--- config.mk ---
export PLATFORM = sky130hd
export DESIGN_NAME = div_iter_unit
export DESIGN_NICKNAME = d
export VERILOG_FILES = /design/src/rtl/cpu_defs.sv /design/src/rtl/div_iter_unit_step.sv /design/src/rtl/div_iter_unit.sv
export SDC_FILE = /design/constraint.sdc
export NUM_CORES = 1
export LEC_CHECK = 0
export BUFFER_PORTS_ARGS = -buffer_cell sky130_fd_sc_hd__buf_2
export CAP_MARGIN = 10
export CORE_ASPECT_RATIO = 1.25
export CORE_UTILIZATION = 56
export DETAILED_ROUTE_END_ITERATION = 16
export PLACE_DENSITY = 0.77
export SYNTH_ARGS = -nofsm -noshare
export SYNTH_HDL_FRONTEND = slang
export SYNTH_SLANG_ARGS = --single-unit
export TNS_END_PERCENT = 1
--- constraint.sdc ---
create_clock -name clk -period 5.9 [get_ports clk]
set_input_delay 0.885 -clock clk [delete_from_list [all_inputs] [get_ports clk]]
set_output_delay 0.885 -clock clk [all_outputs]
set_load 0.01 [all_outputs]
--- src/rtl/cpu_defs.sv ---
// Shared CPU definitions: divider width, iteration counter width and FSM encoding.
package cpu_defs;

  localparam int unsigned DIV_WIDTH = 32;
  localparam int unsigned DIV_CNT_W = 6;

  typedef enum logic [1:0] {
    DIV_IDLE = 2'd0,
    DIV_BUSY = 2'd1,
    DIV_DONE = 2'd2
  } div_state_t;

endpackage

--- src/rtl/div_iter_unit_step.sv ---
// One restoring divide iteration: shift in the next dividend bit and subtract
// the divisor when it fits, producing one quotient bit.
module div_step #(
  parameter int unsigned WIDTH = 32
) (
  input  logic [WIDTH-1:0] rem_in,
  input  logic [WIDTH-1:0] divisor,
  input  logic             dividend_bit,
  output logic [WIDTH-1:0] rem_out,
  output logic             quo_bit
);

  logic [WIDTH:0]   partial;
  logic [WIDTH-1:0] diff;
  logic             no_borrow;

  // The remainder never exceeds the divisor, so when the subtract succeeds the
  // difference fits in WIDTH bits and modular subtraction yields it directly.
  always_comb begin
    partial   = {rem_in, dividend_bit};
    no_borrow = (partial >= {1'b0, divisor});
    diff      = partial[WIDTH-1:0] - divisor;
    rem_out   = no_borrow ? diff : partial[WIDTH-1:0];
    quo_bit   = no_borrow;
  end

endmodule

--- src/rtl/div_iter_unit.sv ---
// Iterative MIPS DIV/DIVU unit for the EX stage: one quotient bit per cycle,
// stalls the pipeline while busy and hands off results only when EX advances.
module div_iter_unit
  import cpu_defs::*;
#(
  parameter int unsigned WIDTH = DIV_WIDTH,
  parameter int unsigned CNT_W = DIV_CNT_W
) (
  input  logic             clk,
  input  logic             resetn,
  input  logic             div_opE,
  input  logic             div_signedE,
  input  logic [WIDTH-1:0] src_aE,
  input  logic [WIDTH-1:0] src_bE,
  input  logic             killE,
  input  logic             longest_stall,
  output logic             alu_stallE,
  output logic             div_validE,
  output logic [WIDTH-1:0] quotientE,
  output logic [WIDTH-1:0] remainderE
);

  div_state_t state, state_next;

  logic [CNT_W-1:0] counter;
  logic [WIDTH-1:0] a_q;
  logic [WIDTH-1:0] b_q;
  logic [WIDTH-1:0] rem_q;
  logic             q_neg;
  logic             r_neg;

  logic             start;
  logic             last;
  logic             div_zero;
  logic [WIDTH-1:0] a_mag;
  logic [WIDTH-1:0] b_mag;
  logic [WIDTH-1:0] step_rem;
  logic             step_q;
  logic [WIDTH-1:0] q_fin;

  always_comb begin
    start    = (state == DIV_IDLE) && div_opE && !killE;
    last     = (state == DIV_BUSY) && (counter == CNT_W'(WIDTH - 1));
    div_zero = (src_bE == '0);
    a_mag    = (div_signedE && src_aE[WIDTH-1]) ? -src_aE : src_aE;
    b_mag    = (div_signedE && src_bE[WIDTH-1]) ? -src_bE : src_bE;
    q_fin    = {a_q[WIDTH-2:0], step_q};
  end

  div_step #(
    .WIDTH(WIDTH)
  ) u_step (
    .rem_in      (rem_q),
    .divisor     (b_q),
    .dividend_bit(a_q[WIDTH-1]),
    .rem_out     (step_rem),
    .quo_bit     (step_q)
  );

  always_ff @(posedge clk or negedge resetn) begin
    if (!resetn) begin
      state <= DIV_IDLE;
    end else begin
      state <= state_next;
    end
  end

  // Kill outranks both completion and a new start in every state.
  always_comb begin
    state_next = state;
    unique case (state)
      DIV_IDLE: begin
        if (start) begin
          state_next = div_zero ? DIV_DONE : DIV_BUSY;
        end
      end
      DIV_BUSY: begin
        if (killE) begin
          state_next = DIV_IDLE;
        end else if (last) begin
          state_next = DIV_DONE;
        end
      end
      DIV_DONE: begin
        if (killE || !longest_stall) begin
          state_next = DIV_IDLE;
        end
      end
      default: state_next = DIV_IDLE;
    endcase
  end

  // The dividend register doubles as the quotient shift register: each step
  // consumes its MSB and appends the new quotient bit at the LSB.
  always_ff @(posedge clk or negedge resetn) begin
    if (!resetn) begin
      counter    <= '0;
      a_q        <= '0;
      b_q        <= '0;
      rem_q      <= '0;
      q_neg      <= 1'b0;
      r_neg      <= 1'b0;
      quotientE  <= '0;
      remainderE <= '0;
    end else if (start) begin
      if (div_zero) begin
        quotientE  <= '1;
        remainderE <= src_aE;
      end else begin
        a_q     <= a_mag;
        b_q     <= b_mag;
        rem_q   <= '0;
        counter <= '0;
        q_neg   <= div_signedE && (src_aE[WIDTH-1] ^ src_bE[WIDTH-1]);
        r_neg   <= div_signedE && src_aE[WIDTH-1];
      end
    end else if ((state == DIV_BUSY) && !killE) begin
      a_q     <= q_fin;
      rem_q   <= step_rem;
      counter <= counter + CNT_W'(1);
      if (last) begin
        quotientE  <= q_neg ? -q_fin : q_fin;
        remainderE <= r_neg ? -step_rem : step_rem;
      end
    end
  end

  // Stall deliberately ignores longest_stall to avoid a loop through the hazard unit.
  always_comb begin
    alu_stallE = div_opE && (state != DIV_DONE) && !killE;
    div_validE = (state == DIV_DONE);
  end

endmodule

# == Yosys cells after proc, flatten, opt, wreduce, memory -nomap -nowiden ==
# Index checks and enable logic that the tools add are counted.
# totals
reg_bits,170
mem_bits_ro,0
output_inout_bits,66
latchBits,0
inputBits,70
mem_count,0
mem_bits_rw,0
wordCells,75
# classes
n_reduce_logical,20
mux,28
mul,0
n_eq_ne,9
bitwise_logic,2
addsub,6
magnitude_cmp,1
div,0
shifts,0
# op_table
cell,n
$mux W32,19
$neg A32 Y32,4
$ge A33 B32 Y1,1
$logic_not A32 Y1,1
$sub A32 B32 Y32,1
$mux W6,3
$mux W2,5
$logic_and A1 B1 Y1,9
$add A6 B1 Y6 const B,1
$eq A6 B5 Y1 const B,1
$ne A2 B2 Y1 const B,3
$pmux W2 S3,1
$reduce_and A3 Y1,2
$ne A2 B1 Y1 const B,2
$reduce_and A2 Y1,2
$reduce_bool A2 Y1,2
$ne A3 B3 Y1 const B,1
$eq A2 B1 Y1 const B,1
$eq A2 B2 Y1 const B,1
$logic_not A1 Y1,2
$logic_not A2 Y1,1
$logic_or A1 B1 Y1,1
$not A1 Y1,1
$xor A1 B1 Y1,1

# == Longest topological paths before layout ==
# logic_depth
ltp_word,7
mapped_depth,23
ltp_nobuf,18

# == Modules after synthesis ==
# A second synthesis with hierarchy kept.
# unflattened
cells_unflattened,1381
hier_area_um2,11781.3
# by_module_without_submodules
module,area_per_inst_um2,n_inst,cells_each
div_iter_unit,9450.3,1,1058
div_step,2331.0,1,323

# == Worst setup path before layout ==
# Ideal clock, no wire load.
# synth_path
path_kind,flip-flop to flip-flop
startpoint,register rem_q[3]
endpoint,register remainderE[28]
slack_ns,0.971
setup_time_ns,0.076
arrival_ns,4.852
synth_period_minus_slack_ns,4.929
stages_incl_launch_ff,22
path_buffers,4
path_cell_list,dfrtp_1 > ha_1 > buf_6 > a21o_4 > a31oi_4 > a21boi_4 > o2111ai_4 > nand3_4 > inv_2 > buf_2 > buf_1 > buf_2 > mux2i_1 > ha_1 > nand2_1 > a2111oi_4 > a32oi_1 > or3_4 > or3_4 > nor4_4 > mux2_1 > o21ai_1
# synth_between
elab_chain_cells,7
# synth_lines
element,line_no,rtl
"start, declared",div_iter_unit.sv:28,logic [WIDTH-1:0] rem_q;
"start signal, assigned",div_iter_unit.sv:119,rem_q <= step_rem;
$sub A32 B32 Y32 or $ge A33 B32 Y1 (tied branches),"div_iter_unit_step.sv:22, div_iter_unit_step.sv:21",
$mux W32 *,div_iter_unit_step.sv:23,rem_out = no_borrow ? diff : partial[WIDTH-1:0];
$neg A32 Y32,div_iter_unit.sv:123,remainderE <= r_neg ? -step_rem : step_rem;
$mux W32 *,div_iter_unit.sv:123,
$mux W32 *,div_iter_unit.sv:121,if (last) begin
$mux W32 *,div_iter_unit.sv:117,end else if ((state == DIV_BUSY) && !killE) begin
$mux W32 *,div_iter_unit.sv:105,end else if (start) begin
"end signal, assigned",div_iter_unit.sv:108,remainderE <= src_aE;
"end signal, assigned",div_iter_unit.sv:123,
"end, declared",div_iter_unit.sv:20,output logic [WIDTH-1:0] remainderE
# Every way passes the cells marked *; elsewhere a longest branch is shown, timed or not. The select of a mux whose other input is x is not followed.
# A chain may end at the register's enable or synchronous reset.

# == Worst setup path in the final report ==
# layout_path
startpoint,register rem_q[11]
endpoint,register remainderE[28]
# The elaborated chain is that of the path after synthesis.

==> impl_metrics.csv <==
group,metric,value,unit
timing,setup_tns,0,ps
floorplanning,num_io_pins,136,
floorplanning,core.rowCount,61,
grt,grtUsageMet1,41.4,%
grt,use_met3,4.41,%
cts,postCtsSetupRepairBufs,0,
critical_path,reg2reg_slack,970,ps
critical_path,critPathRequiredTime,6270,ps
power,switching_share,37.8,%
cts,path_clk_slew,70,ps
routing,wl,37600,µm
synthesis,yosys_register_bits,170,
floorplanning,die-area,0.0233,mm²
floorplanning,initial_core_util,57.0,%
routing,drt_first_pass_iters,6,
critical_path,cp_max_fo,9,
grt,grt_first_pass_wirelength,59300,µm
critical_path,cp.arrival,5300,ps
power,p_int,0.00243,W
timing,relSlewSlack,31.6,%
layout,diodes,0,
floorplanning,core,0.0223,mm²
cts,hold_buffers,0,
cts,cts.path.max_buffers,2,
layout,stdcell_count,1979,
layout,drive_gt1_share,13.7,%
floorplanning,fp.dieH,170,µm
timing,worst_pin_slew,1030,ps
cts,clock_latency,450,ps
power,switching_power,0.00148,W
grt,grt_max_degree,94,
synthesis,synth-edff-count,0,
synthesis,avgSynthCellArea,7.92,µm²
routing,vias,12500,
layout,fin_util,63.3,%
placed_design,dp_hpwl,28300,µm
layout,nets,1791,
routing,routedWlPerCell,19.0,µm
timing,finalCriticalPeriod,4930,ps
cts,cts.sinks,170,
grt,grt_pass1_vias,11400,
timing,max_freq,0.203,GHz
synthesis,async_reset_ff_share,100,%
status,outcome,"finished clean",
power,p_comb_share,33.7,%
cts,cts_root_buffer,"clkbuf_16",
routing,drc_errors,0,
grt,top_usage_layer,"met2",
grt,overflow,0,
synthesis,synth_ff_type,"dfrtp_1",
placed_design,dpl_cell_area,0.0135,mm²
grt,antenna_found_initial,0,
placed_design,gp_congestion,1.02,
placed_design,place_worst_setup_slack,1080,ps
placed_design,port-buffer-count,135,
power,power_density,278,mW/mm²
synthesis,syn-num-nets,1712,
timing,setup_ws,971,ps
routing,vias_per_cell,6.31,
timing,clock_skew,10.3,ps
synthesis,synth_cells,1604,
layout,fillers,1968,
critical_path,reg2reg_depth,17,
synthesis,synth_seq_area_share,33.5,%
flow_run,maxCapViolations,0,
critical_path,r2r_start,"rem_q[11]",
critical_path,startpoint_type,"register",
layout,final-seq-area,0.00425,mm²
critical_path,r2r-end,"remainderE[28]",
routing,ant_nets,0,
grt,grt_usage,33.1,%
power,p_clk_share,29.4,%
timing,setup_viol_count_final,0,
timing,rsz0062_at_grt,"false",
cts,htree_levels,4,
timing,final_hold_viol_count,0,
layout,fin_area,0.0141,mm²
layout,multi_input_area,0.00786,mm²
power,ir_worst_vdd,0.228,mV
power,seq_power_share,36.9,%
synthesis,synth_cell_types,100,
critical_path,criticalPathCategory,"reg2reg",
synthesis,yosysWarningCount,0,
power,p_leak,6.44,nW
synthesis,syn_area,0.0127,mm²
timing,finalCritPeriodShare,83.6,%
placed_design,dp_cells,1947,
cts,cts_tree,"yes",
floorplanning,die_width,137,µm
timing,slew_viol_final,0,
routing,drt_iter0_drc,965,
worst_hold_path,worst_hold_path_type,"in2async",
layout,syn2layout_area_growth,11.0,%
critical_path,endpoint_kind,"register",
cts,cts_buffers,17,
cts,post_cts_resized,0,
grt,grt_util_met2,53.8,%
==> state kept, by name (all words and copies together) (netlist names) <==
signal,cells
a_q,32
b_q,32
counter,6
q_neg,1
quotientE,32
r_neg,1
rem_q,32
remainderE,32
state,2
==> stage by stage <==
step                hold WS [ps]  total power (W)
floorplan                    450          0.00241
global placement             462          0.00273
detailed placement           470          0.00276
CTS                          251          0.00391
global route                 256          0.00414
finish                       257          0.00391
==> final cells by class <==
cell class	count	share of cell area (%)
clock buffer	19	3.21
clock inverter	13	0.985
inverter	56	1.49
multi-input combinational	1284	55.7
sequential	170	30.2
tap	283	2.51
timing repair buffer	154	5.93
==> layout by cell type (no fill, tap or decap), drive strengths merged, types with 12 or more instances in the layout <==
| cell type | synthesis | layout |
|---|---|---|
| o21ai | 199 | 199 |
| nand2 | 187 | 187 |
| dfrtp | 170 | 170 |
| a21oi | 154 | 154 |
| buf | 26 | 154 |
| nor2 | 146 | 146 |
| xor2 | 75 | 75 |
| inv | 56 | 60 |
| nand3 | 58 | 58 |
| xnor2 | 52 | 52 |
| nor3 | 38 | 38 |
| ha | 37 | 37 |
| o31ai | 26 | 26 |
| or3 | 25 | 25 |
| a31oi | 20 | 20 |
| nor4 | 19 | 19 |
| clkbuf | 68 | 19 |
| and3 | 18 | 18 |
| mux2i | 18 | 18 |
| nand4 | 17 | 17 |
| a21o | 15 | 15 |
| and2 | 13 | 13 |
| o21a | 12 | 12 |
| or4 | 12 | 12 |
==> Yosys cell counts, drive strengths merged, types with 13 or more instances <==
master | number | share of area (%)
and2 | 13 | 0.64
xor2 | 75 | 5.2
dfrtp | 170 | 33
a21oi | 154 | 6.2
or3 | 25 | 1.3
mux2i | 18 | 1.4
inv | 56 | 1.7
nor3 | 38 | 1.5
ha | 37 | 3.6
nor4 | 19 | 1.1
nor2 | 146 | 4.3
and3 | 18 | 0.89
xnor2 | 52 | 3.6
nand3 | 58 | 2.4
o31ai | 26 | 1.6
a31oi | 20 | 1.2
nand2 | 187 | 5.5
buf | 26 | 1.2
a21o | 15 | 0.96
o21ai | 199 | 7.8
nand4 | 17 | 0.89
clkbuf | 68 | 2.0
==> worst max-delay path by stage <==
| stage | start | to | slack (ps) | cells after the start |
|---|---|---|---|---|
| after global placement | rem_q[11] | remainderE[28] | 1170 | 17 |
| after detailed placement | rem_q[11] | remainderE[28] | 1080 | 17 |
| after floorplan | rem_q[3] | remainderE[28] | 970 | 21 |
| after global routing | rem_q[11] | remainderE[28] | 720 | 17 |
| after CTS | rem_q[11] | remainderE[28] | 1050 | 17 |
| final | rem_q[11] | remainderE[28] | 970 | 17 |
==> power groups by stage <==
stage               Combinational [W]  Clock (W)  Sequential, W
finish                        0.00132    0.00115        0.00144
global route                  0.00147    0.00121        0.00146
CTS                           0.00131    0.00116        0.00144
detailed placement            0.00130          0        0.00146
global placement              0.00127          0        0.00146
floorplan                    0.000984          0        0.00142
==> cells by family (layout without fill, tap and decap cells) <==
kind of cell	Yosys count	after routing	synth area share, %
multiplexers	20	20	1.60
XOR/XNOR	127	127	8.82
buffers and inverters	150	242	4.85
flip-flops	170	170	33.5
AND/OR/NAND/NOR	573	573	21.7
AO/OA/AOI/OAI	526	526	25.7
adder cells (fa/ha/maj)	38	38	3.80
==> layer usage <==
| layer | vias up | share of wire, % |
|---|---|---|
| met1 | 5911 | 40 |
| li1 | 5936 | - |
| met2 | 541 | 47 |
| met3 | 108 | 6.3 |
| met5 | - | 0 |
| met4 | 0 | 5.7 |
==> worst max-delay path: stages (launching register included) <==
cell       delay (ps)
dfrtp_1           470
ha_1              510
nand4_1           260
nor4_1            530
a22oi_1           160
a21o_2            300
nand3_4           150
inv_2              60
mux2i_1           240
ha_1              250
nand2_1           100
a2111oi_4         190
a32oi_1           130
or3_4             390
or3_4             440
nor4_4            220
mux2_1            350
o21ai_1           110
No activity file was read; power rests on OpenSTA's default activity.
